--- src/rtl/fb_write_ctrl.sv ---
// Wishbone-controlled frame-buffer writer: single pixel writes plus a rectangular-free
// linear fill engine driving one registered memory write port.
module fb_write_ctrl #(
  parameter int unsigned ADDR_W    = 19,
  parameter int unsigned PIX_W     = 4,
  parameter int unsigned FB_PIXELS = 307200
) (
  input  logic              clk,
  input  logic              wb_rst_n,
  input  logic [2:0]        wb_m2s_fb_adr,
  input  logic [31:0]       wb_m2s_fb_dat,
  input  logic              wb_m2s_fb_we,
  input  logic              wb_m2s_fb_stb,
  input  logic              wb_m2s_fb_cyc,
  output logic [31:0]       wb_s2m_fb_dat,
  output logic              wb_s2m_fb_ack,
  output logic [ADDR_W-1:0] mem_addra,
  output logic [PIX_W-1:0]  mem_dina,
  output logic              mem_wea,
  output logic              fill_busy,
  output logic              fill_done
);

  localparam logic [0:0] StIdle = 1'b0;
  localparam logic [0:0] StFill = 1'b1;

  localparam logic [2:0] AdrCtrl  = 3'd0;
  localparam logic [2:0] AdrBase  = 3'd1;
  localparam logic [2:0] AdrLen   = 3'd2;
  localparam logic [2:0] AdrColor = 3'd3;
  localparam logic [2:0] AdrPixel = 3'd4;

  localparam logic [ADDR_W-1:0] LastAddr = ADDR_W'(FB_PIXELS - 1);
  localparam logic [ADDR_W-1:0] AddrOne  = ADDR_W'(1);

  logic [0:0]        state_q, state_d;
  logic              ack_q, ack_d;
  logic [31:0]       rd_dat_q, rd_dat_d;
  logic              err_q, err_d;
  logic [ADDR_W-1:0] base_q, base_d;
  logic [ADDR_W-1:0] len_q, len_d;
  logic [PIX_W-1:0]  color_q, color_d;
  logic [31:0]       pix_word_q, pix_word_d;
  logic [ADDR_W-1:0] cur_addr_q, cur_addr_d;
  logic [ADDR_W-1:0] remaining_q, remaining_d;
  logic [ADDR_W-1:0] mem_addr_q, mem_addr_d;
  logic [PIX_W-1:0]  mem_din_q, mem_din_d;
  logic              mem_we_q, mem_we_d;
  logic              done_q, done_d;

  logic              busy;
  logic              accept;
  logic              wr_acc;
  logic              pix_wr;
  logic [ADDR_W-1:0] pix_addr;
  logic              pix_ok;
  logic [31:0]       rd_mux;

  assign busy     = (state_q == StFill);
  assign accept   = wb_m2s_fb_stb & wb_m2s_fb_cyc & ~ack_q;
  assign wr_acc   = accept & wb_m2s_fb_we;
  assign pix_wr   = wr_acc && (wb_m2s_fb_adr == AdrPixel);
  assign pix_addr = wb_m2s_fb_dat[ADDR_W+3:4];
  assign pix_ok   = (32'(pix_addr) < FB_PIXELS);

  always_comb begin
    rd_mux = '0;
    case (wb_m2s_fb_adr)
      AdrCtrl:  rd_mux = {30'b0, err_q, busy};
      AdrBase:  rd_mux = 32'(base_q);
      AdrLen:   rd_mux = 32'(len_q);
      AdrColor: rd_mux = 32'(color_q);
      AdrPixel: rd_mux = pix_word_q;
      default:  rd_mux = '0;
    endcase
  end

  always_comb begin
    state_d     = state_q;
    ack_d       = accept;
    rd_dat_d    = rd_dat_q;
    err_d       = err_q;
    base_d      = base_q;
    len_d       = len_q;
    color_d     = color_q;
    pix_word_d  = pix_word_q;
    cur_addr_d  = cur_addr_q;
    remaining_d = remaining_q;
    mem_addr_d  = mem_addr_q;
    mem_din_d   = mem_din_q;
    mem_we_d    = 1'b0;
    done_d      = 1'b0;

    if (accept) begin
      rd_dat_d = rd_mux;
    end

    if (wr_acc) begin
      case (wb_m2s_fb_adr)
        AdrCtrl: begin
          // Clear is applied first so a rejected start in the same write still flags err.
          if (wb_m2s_fb_dat[1]) err_d = 1'b0;
          if (wb_m2s_fb_dat[0]) begin
            if (busy) begin
              err_d = 1'b1;
            end else if (len_q == '0) begin
              done_d = 1'b1;
            end else begin
              state_d     = StFill;
              cur_addr_d  = base_q;
              remaining_d = len_q;
            end
          end
        end
        AdrBase: begin
          if (busy) err_d = 1'b1;
          else      base_d = wb_m2s_fb_dat[ADDR_W-1:0];
        end
        AdrLen: begin
          if (busy) err_d = 1'b1;
          else      len_d = wb_m2s_fb_dat[ADDR_W-1:0];
        end
        AdrColor: begin
          if (busy) err_d = 1'b1;
          else      color_d = wb_m2s_fb_dat[PIX_W-1:0];
        end
        AdrPixel: begin
          pix_word_d = wb_m2s_fb_dat;
          if (pix_ok) begin
            mem_we_d   = 1'b1;
            mem_addr_d = pix_addr;
            mem_din_d  = wb_m2s_fb_dat[PIX_W-1:0];
          end else begin
            err_d = 1'b1;
          end
        end
        default: ;
      endcase
    end

    // Host pixel writes own the port; the fill simply holds its position that cycle.
    if (busy && !pix_wr) begin
      mem_we_d    = 1'b1;
      mem_addr_d  = cur_addr_q;
      mem_din_d   = color_q;
      cur_addr_d  = (cur_addr_q == LastAddr) ? '0 : cur_addr_q + AddrOne;
      remaining_d = remaining_q - AddrOne;
      if (remaining_q == AddrOne) begin
        state_d = StIdle;
        done_d  = 1'b1;
      end
    end
  end

  always_ff @(posedge clk or negedge wb_rst_n) begin
    if (!wb_rst_n) begin
      state_q     <= StIdle;
      ack_q       <= 1'b0;
      rd_dat_q    <= '0;
      err_q       <= 1'b0;
      base_q      <= '0;
      len_q       <= '0;
      color_q     <= '0;
      pix_word_q  <= '0;
      cur_addr_q  <= '0;
      remaining_q <= '0;
      mem_addr_q  <= '0;
      mem_din_q   <= '0;
      mem_we_q    <= 1'b0;
      done_q      <= 1'b0;
    end else begin
      state_q     <= state_d;
      ack_q       <= ack_d;
      rd_dat_q    <= rd_dat_d;
      err_q       <= err_d;
      base_q      <= base_d;
      len_q       <= len_d;
      color_q     <= color_d;
      pix_word_q  <= pix_word_d;
      cur_addr_q  <= cur_addr_d;
      remaining_q <= remaining_d;
      mem_addr_q  <= mem_addr_d;
      mem_din_q   <= mem_din_d;
      mem_we_q    <= mem_we_d;
      done_q      <= done_d;
    end
  end

  assign wb_s2m_fb_dat = rd_dat_q;
  assign wb_s2m_fb_ack = ack_q;
  assign mem_addra     = mem_addr_q;
  assign mem_dina      = mem_din_q;
  assign mem_wea       = mem_we_q;
  assign fill_busy     = busy;
  assign fill_done     = done_q;

endmodule

--- config.mk ---
export PLATFORM = sky130hd
export DESIGN_NAME = fb_write_ctrl
export DESIGN_NICKNAME = d
export VERILOG_FILES = /design/src/rtl/fb_write_ctrl.sv
export SDC_FILE = /design/constraint.sdc
export NUM_CORES = 1
export LEC_CHECK = 0
export BUFFER_PORTS_ARGS = -buffer_cell sky130_fd_sc_hd__buf_2
export CAP_MARGIN = 20
export CORE_ASPECT_RATIO = 1.2
export CORE_UTILIZATION = 30
export CTS_BUF_LIST = sky130_fd_sc_hd__clkbuf_8
export DETAILED_ROUTE_END_ITERATION = 6
export PLACE_DENSITY = 0.59
export SLEW_MARGIN = 10
export SYNTH_ARGS = -nofsm -noshare
export SYNTH_HDL_FRONTEND = slang
export SYNTH_SLANG_ARGS = --single-unit
--- constraint.sdc ---
create_clock -name clk -period 2.1 [get_ports clk]
set_input_delay 0.63 -clock clk [delete_from_list [all_inputs] [get_ports clk]]
set_output_delay 0.63 -clock clk [all_outputs]
set_load 0.01 [all_outputs]
# Word level (Yosys, flattened, before mapping)
# Index checks and enable logic that the tools add are counted.
# totals
output_inout_bits	59
ff_bits	172
# classes
order_cmp	1
reduce_logical	19
muxes	46
eq_ne	10
bitwise	5
addsub	2
# ops
cell	n
19-bit two-way mux	17
32-bit one-hot mux with 5 select lines	1
1-bit two-way mux	23
19-bit by 1-bit adder with 19-bit output, second input constant	1
19-bit by 1-bit equality test with 1-bit output, second input constant	1
19-bit equality test, second input constant	1
19-bit logical NOT	1
19-bit less-than comparator, second input constant	1
19-bit by 1-bit subtractor with 19-bit output, second input constant	1
4-bit two-way mux	4
3-bit AND reduction	4
2-bit nonzero test	5
3-bit by 2-bit equality test with 1-bit output, second input constant	2
2-bit by 1-bit inequality test with 1-bit output, second input constant	3
5-bit AND reduction	1
4-bit AND reduction	1
1-bit AND	3
3-bit by 1-bit equality test with 1-bit output, second input constant	1
3-bit equality test, second input constant	1
3-bit logical NOT	1
1-bit one-hot mux with 3 select lines	1
3-bit nonzero test	1
3-bit OR reduction	1
1-bit logical AND	2
other kinds (4)	5

# Depth between registers and ports, before layout
# depth
ltp_word	8
depth_mapped	8

# Worst setup path after synthesis
# Ideal clock, no wire load.
# synth_path
path_kind	reg2reg
start	reg cur_addr_q[0]
end	reg cur_addr_q[7]
path_buffers	2
period_less_slack_ns	2.321
path_slack_ns	-0.221
arrival_ns	2.195
t_required_ns	1.974
stages_incl_launch_ff	9
path_cell_list	dfrtp_1 ha_1 nand4_2 or4_1 buf_2 o31ai_4 buf_6 o22ai_2 a221o_1
# synth_between
elab_chain_cells	3
elab_cells_between_ends	4
# synth_lines
item	line	text
from (decl)	44	logic [ADDR_W-1:0] cur_addr_q, cur_addr_d;
from (signal assigned)	180	cur_addr_q <= cur_addr_d;
19-bit by 1-bit adder with 19-bit output / 19-bit equality test (equally long branches)	146	cur_addr_d = (cur_addr_q == LastAddr) ? '0 : cur_addr_q + AddrOne;
19-bit two-way mux *	146	
19-bit two-way mux *	142	if (busy && !pix_wr) begin
# Mark *: on every way between the ends. The rest lies on a longest branch, timed or not.
# A chain may end at the register's enable or synchronous reset.

# Worst setup path after layout
# layout_path
start	reg cur_addr_q[1]
end	reg cur_addr_q[16]
# Same word-level chain as after synthesis.

==> results.py <==
metrics = {
    "pwr": {
        "combPwrFrac": 0.264,
        "sw_frac_of_total": 0.3177,
        "peakVddDrop_mv": 0.4700,
        "p_seq_frac": 0.465,
        "p_sw_uw": 3146,
        "p_leak_uw": 0.004751,
        "p_clk_frac": 0.271,
        "powerDensity_nw_per_um2": 965.5,
        "internal_power_uw": 6756,
    },
    "die": {
        "die_h_microns": 179.9,
        "pin_count": 99,
        "die_area_sq_um": 27030,
        "core_area_sq_um": 25700,
        "die_w_microns": 150.2,
        "rows": 64,
        "initial_utilization": 0.3078,
    },
    "setup_path": {
        "rrSetupSlack_ps": -120,
        "r2r_cells": 7,
        "critical_path_required_ps": 2470,
        "critPathCaptureType": "register",
        "r2r_end": "cur_addr_q[16]$_DFFE_PN0P_",
        "critPathMaxFanout": 3,
        "slowest_delay_ps": 590,
        "crit_type": "register to register",
        "reg2reg_from": "cur_addr_q[1]$_DFFE_PN0P_",
        "cp_cell_sequence": "ha_4 -> nand4_4 -> or4_4 -> buf_6 -> or3_4 -> mux2_4 -> a21o_1",
        "cp.arrival_ps": 2600,
        "crit_slowest_cell": "or4_4",
        "critPathLaunchType": "register",
    },
    "global_route": {
        "grt_start_max_net_pins": 43,
        "grt_pass1_vias": 6510,
        "grt_pass1_wl_microns": 36720,
        "grtUsageTotal": 0.1781,
        "antenna_found_initial": 0,
        "grt_overflow": 0,
    },
    "worst_hold_path": {
        "hold_path.class": "input port to async pin",
    },
    "route": {
        "wl_per_cell_microns": 18.65,
        "routed_wl_microns": 23250,
        "via_count": 6458,
        "ant_nets": 0,
        "via_per_inst": 5.179,
        "drc": 0,
        "firstDrtPassIters": 5,
        "drtIter0Drc": 306,
    },
    "synth": {
        "synth_top_area_frac": 0.5440,
        "synth_seq_cells": 172,
        "syn-num-nets": 753,
        "netlist-cell-type-count": 62,
        "synth_cells": 710,
        "yosysSeqAreaShare": 0.5440,
        "synth_ff_type": "dfrtp_1",
        "async_flop_share": 1.000,
        "synth_area_per_cell_sq_um": 11.14,
        "yosys-top-cells-area": "dfrtp_1 54%, mux2_2 11%, mux2i_1 3.3%, nand2_1 3.2%, o21ai_0 3.0%",
        "synth_warnings": 0,
        "netlist_area_sq_um": 7911,
        "yosys.area.top_type": "dfrtp_1",
        "synth_edf_count": 0,
    },
    "cells_and_area": {
        "num_antenna_cells": 0,
        "drive_gt1_frac": 0.3937,
        "multiInputGateArea_sq_um": 3532,
        "fillCellCount": 2500,
        "finalNetCount": 947,
        "final_area_sq_um": 10260,
        "fin_util": 0.3990,
        "syn2layout_area_growth_pct": 29.64,
        "seq_area_sq_um": 4304,
    },
    "cts": {
        "cts.sink_count": 172,
        "clock_path_buffers": 2,
        "postCtsHoldBufs": 0,
        "insertion_delay_ps": 480,
        "clockRootBuffer": "clkbuf_8",
        "h-tree-depth": 4,
        "cts_buffers": 17,
        "clk_pin_slew_ps": 100,
        "cts_tree": "yes",
    },
    "sta": {
        "rsz0062_at_grt": "true",
        "tightest_slew_ps": 557.5,
        "hold_viol": 0,
        "drv_slew": 0,
        "setup_viol_count_final": 8,
        "post-route-min-period_ps": 2224,
        "finalCritPeriodShare": 1.059,
        "fmax_mhz": 449.6,
        "skew_ps": 21.26,
        "layout_setup_ws_ps": -124.1,
        "slew_headroom": 0.6249,
    },
    "flow_run": {
        "drv_cap": 0,
    },
    "placed_design": {
        "routabilityCongestion": 0.9151,
        "place_ws_ps": -291.3,
        "place_area_sq_um": 9658,
        "io_buffers": 98,
        "dp_hpwl_microns": 17240,
    },
    "run_status": {
        "violations": "setup timing",
        "status": "finished with violations",
    },
}
-- critical path, delay by kind of cell, from the launching register on --
kind | cells | cell delay [ps]
flops | 1 | 400
compound gates | 1 | 150
simple gates | 3 | 1000
fa+ha+maj | 1 | 160
buf+inv | 1 | 150
mux | 1 | 260
-- power by group through the flow --
stage	clock (uW)	sequential, uW	combinational [uW]
6_report	2680	4600	2620
3_5_place_dp	0	4620	2540
2_1_floorplan	0	4630	1210
4_1_cts	2740	4560	2570
3_3_place_gp	0	4600	2490
5_1_grt	2880	4690	2870
-- metal layers --
| layer | GRT usage | wire (microns) |
|---|---|---|
| met5 | 0 | 0 |
| met4 | 0.05293 | 378 |
| met3 | 0.03528 | 1082 |
| met2 | 0.3007 | 11710 |
| met1 | 0.2276 | 10080 |
-- sequential cells by signal (all words and copies together), names as in the netlist, 4 cells and up --
| name | flops |
|---|---|
| color_q | 4 |
| pix_word_q | 32 |
| len_q | 19 |
| base_q | 19 |
| cur_addr_q | 19 |
| mem_dina | 4 |
| wb_s2m_fb_dat | 32 |
| mem_addra | 19 |
| remaining_q | 19 |
-- Yosys cell counts (all sizes together) (7+ instances only) --
library cell	number
nor4	15
nand3	9
buf	11
inv	11
nor2	48
a21oi	31
clkbuf	34
o22ai	11
a22oi	18
mux2	77
nor3	12
a22o	16
mux2i	26
dfrtp	172
nand2	67
a211oi	7
and3	8
o21ai	49
-- placed cells by master, fill, tap and decap left out, types with 7 or more instances in the layout --
cell type  instances
inv_1             13
buf_2             97
mux2_2            76
and3_1             8
buf_4            112
dfrtp_1          172
nand3_1            8
a22oi_1           18
a21oi_1           31
nor4_1            12
a22o_1            16
nor2_1            46
nor3_1            10
mux2i_1           26
o21ai_0           47
nand2_1           67
clkbuf_8          17
a211oi_1           7
buf_12             7
-- repair_timing --
item / in CTS / in global routing
setup buffers: 3 / 1
pin swaps: 3 / 3
setup endpoints to repair: 14 / 18
gates resized for setup: 8 / 15
-- worst max path at each step --
stage	from	end	slack, ps	cells after the start
after floorplan	cur_addr_q[0]$_DFFE_PN0P_	cur_addr_q[7]$_DFFE_PN0P_	-160	8
after global placement	wb_m2s_fb_adr[0]	cur_addr_q[13]$_DFFE_PN0P_	-300	8
after detailed placement	wb_m2s_fb_adr[0]	cur_addr_q[17]$_DFFE_PN0P_	-290	8
after CTS	cur_addr_q[0]$_DFFE_PN0P_	cur_addr_q[16]$_DFFE_PN0P_	-120	7
after global routing	cur_addr_q[0]$_DFFE_PN0P_	cur_addr_q[16]$_DFFE_PN0P_	-180	7
final	cur_addr_q[1]$_DFFE_PN0P_	cur_addr_q[16]$_DFFE_PN0P_	-120	7
-- cell type report --
| cell class | instances | share of cell area |
|---|---|---|
| multi-input combinational | 482 | 0.3444 |
| tap | 330 | 0.04026 |
| timing repair buffer | 220 | 0.1474 |
| clock inverter | 15 | 0.02147 |
| inverter | 11 | 0.004026 |
| clock buffer | 17 | 0.02281 |
| sequential | 172 | 0.4197 |
-- metrics by stage --
stage / instances / TNS, ps / hold slack (ps) / power (uW)
after detailed placement: 1212 / -12380 / 465.6 / 7154
after global routing: 1247 / -919.2 / 85.73 / 10440
after CTS: 1247 / -243.7 / 77.57 / 9881
after floorplan: 710 / -1687 / 334.4 / 5839
after global placement: 1212 / -10690 / 461.7 / 7089
final: 1247 / -315.3 / 79.28 / 9902
-- cells by family after synthesis --
family,share of synthesized area
DFF,0.5440
AOI/OAI and AO/OA,0.1528
muxes,0.1453
and+or+nand+nor,0.1194
adders and majority gates,0.004745
buffers and inverters,0.02926
xor gates and xnor gates,0.004428
Note: power is estimated with default switching activity, not from simulation.
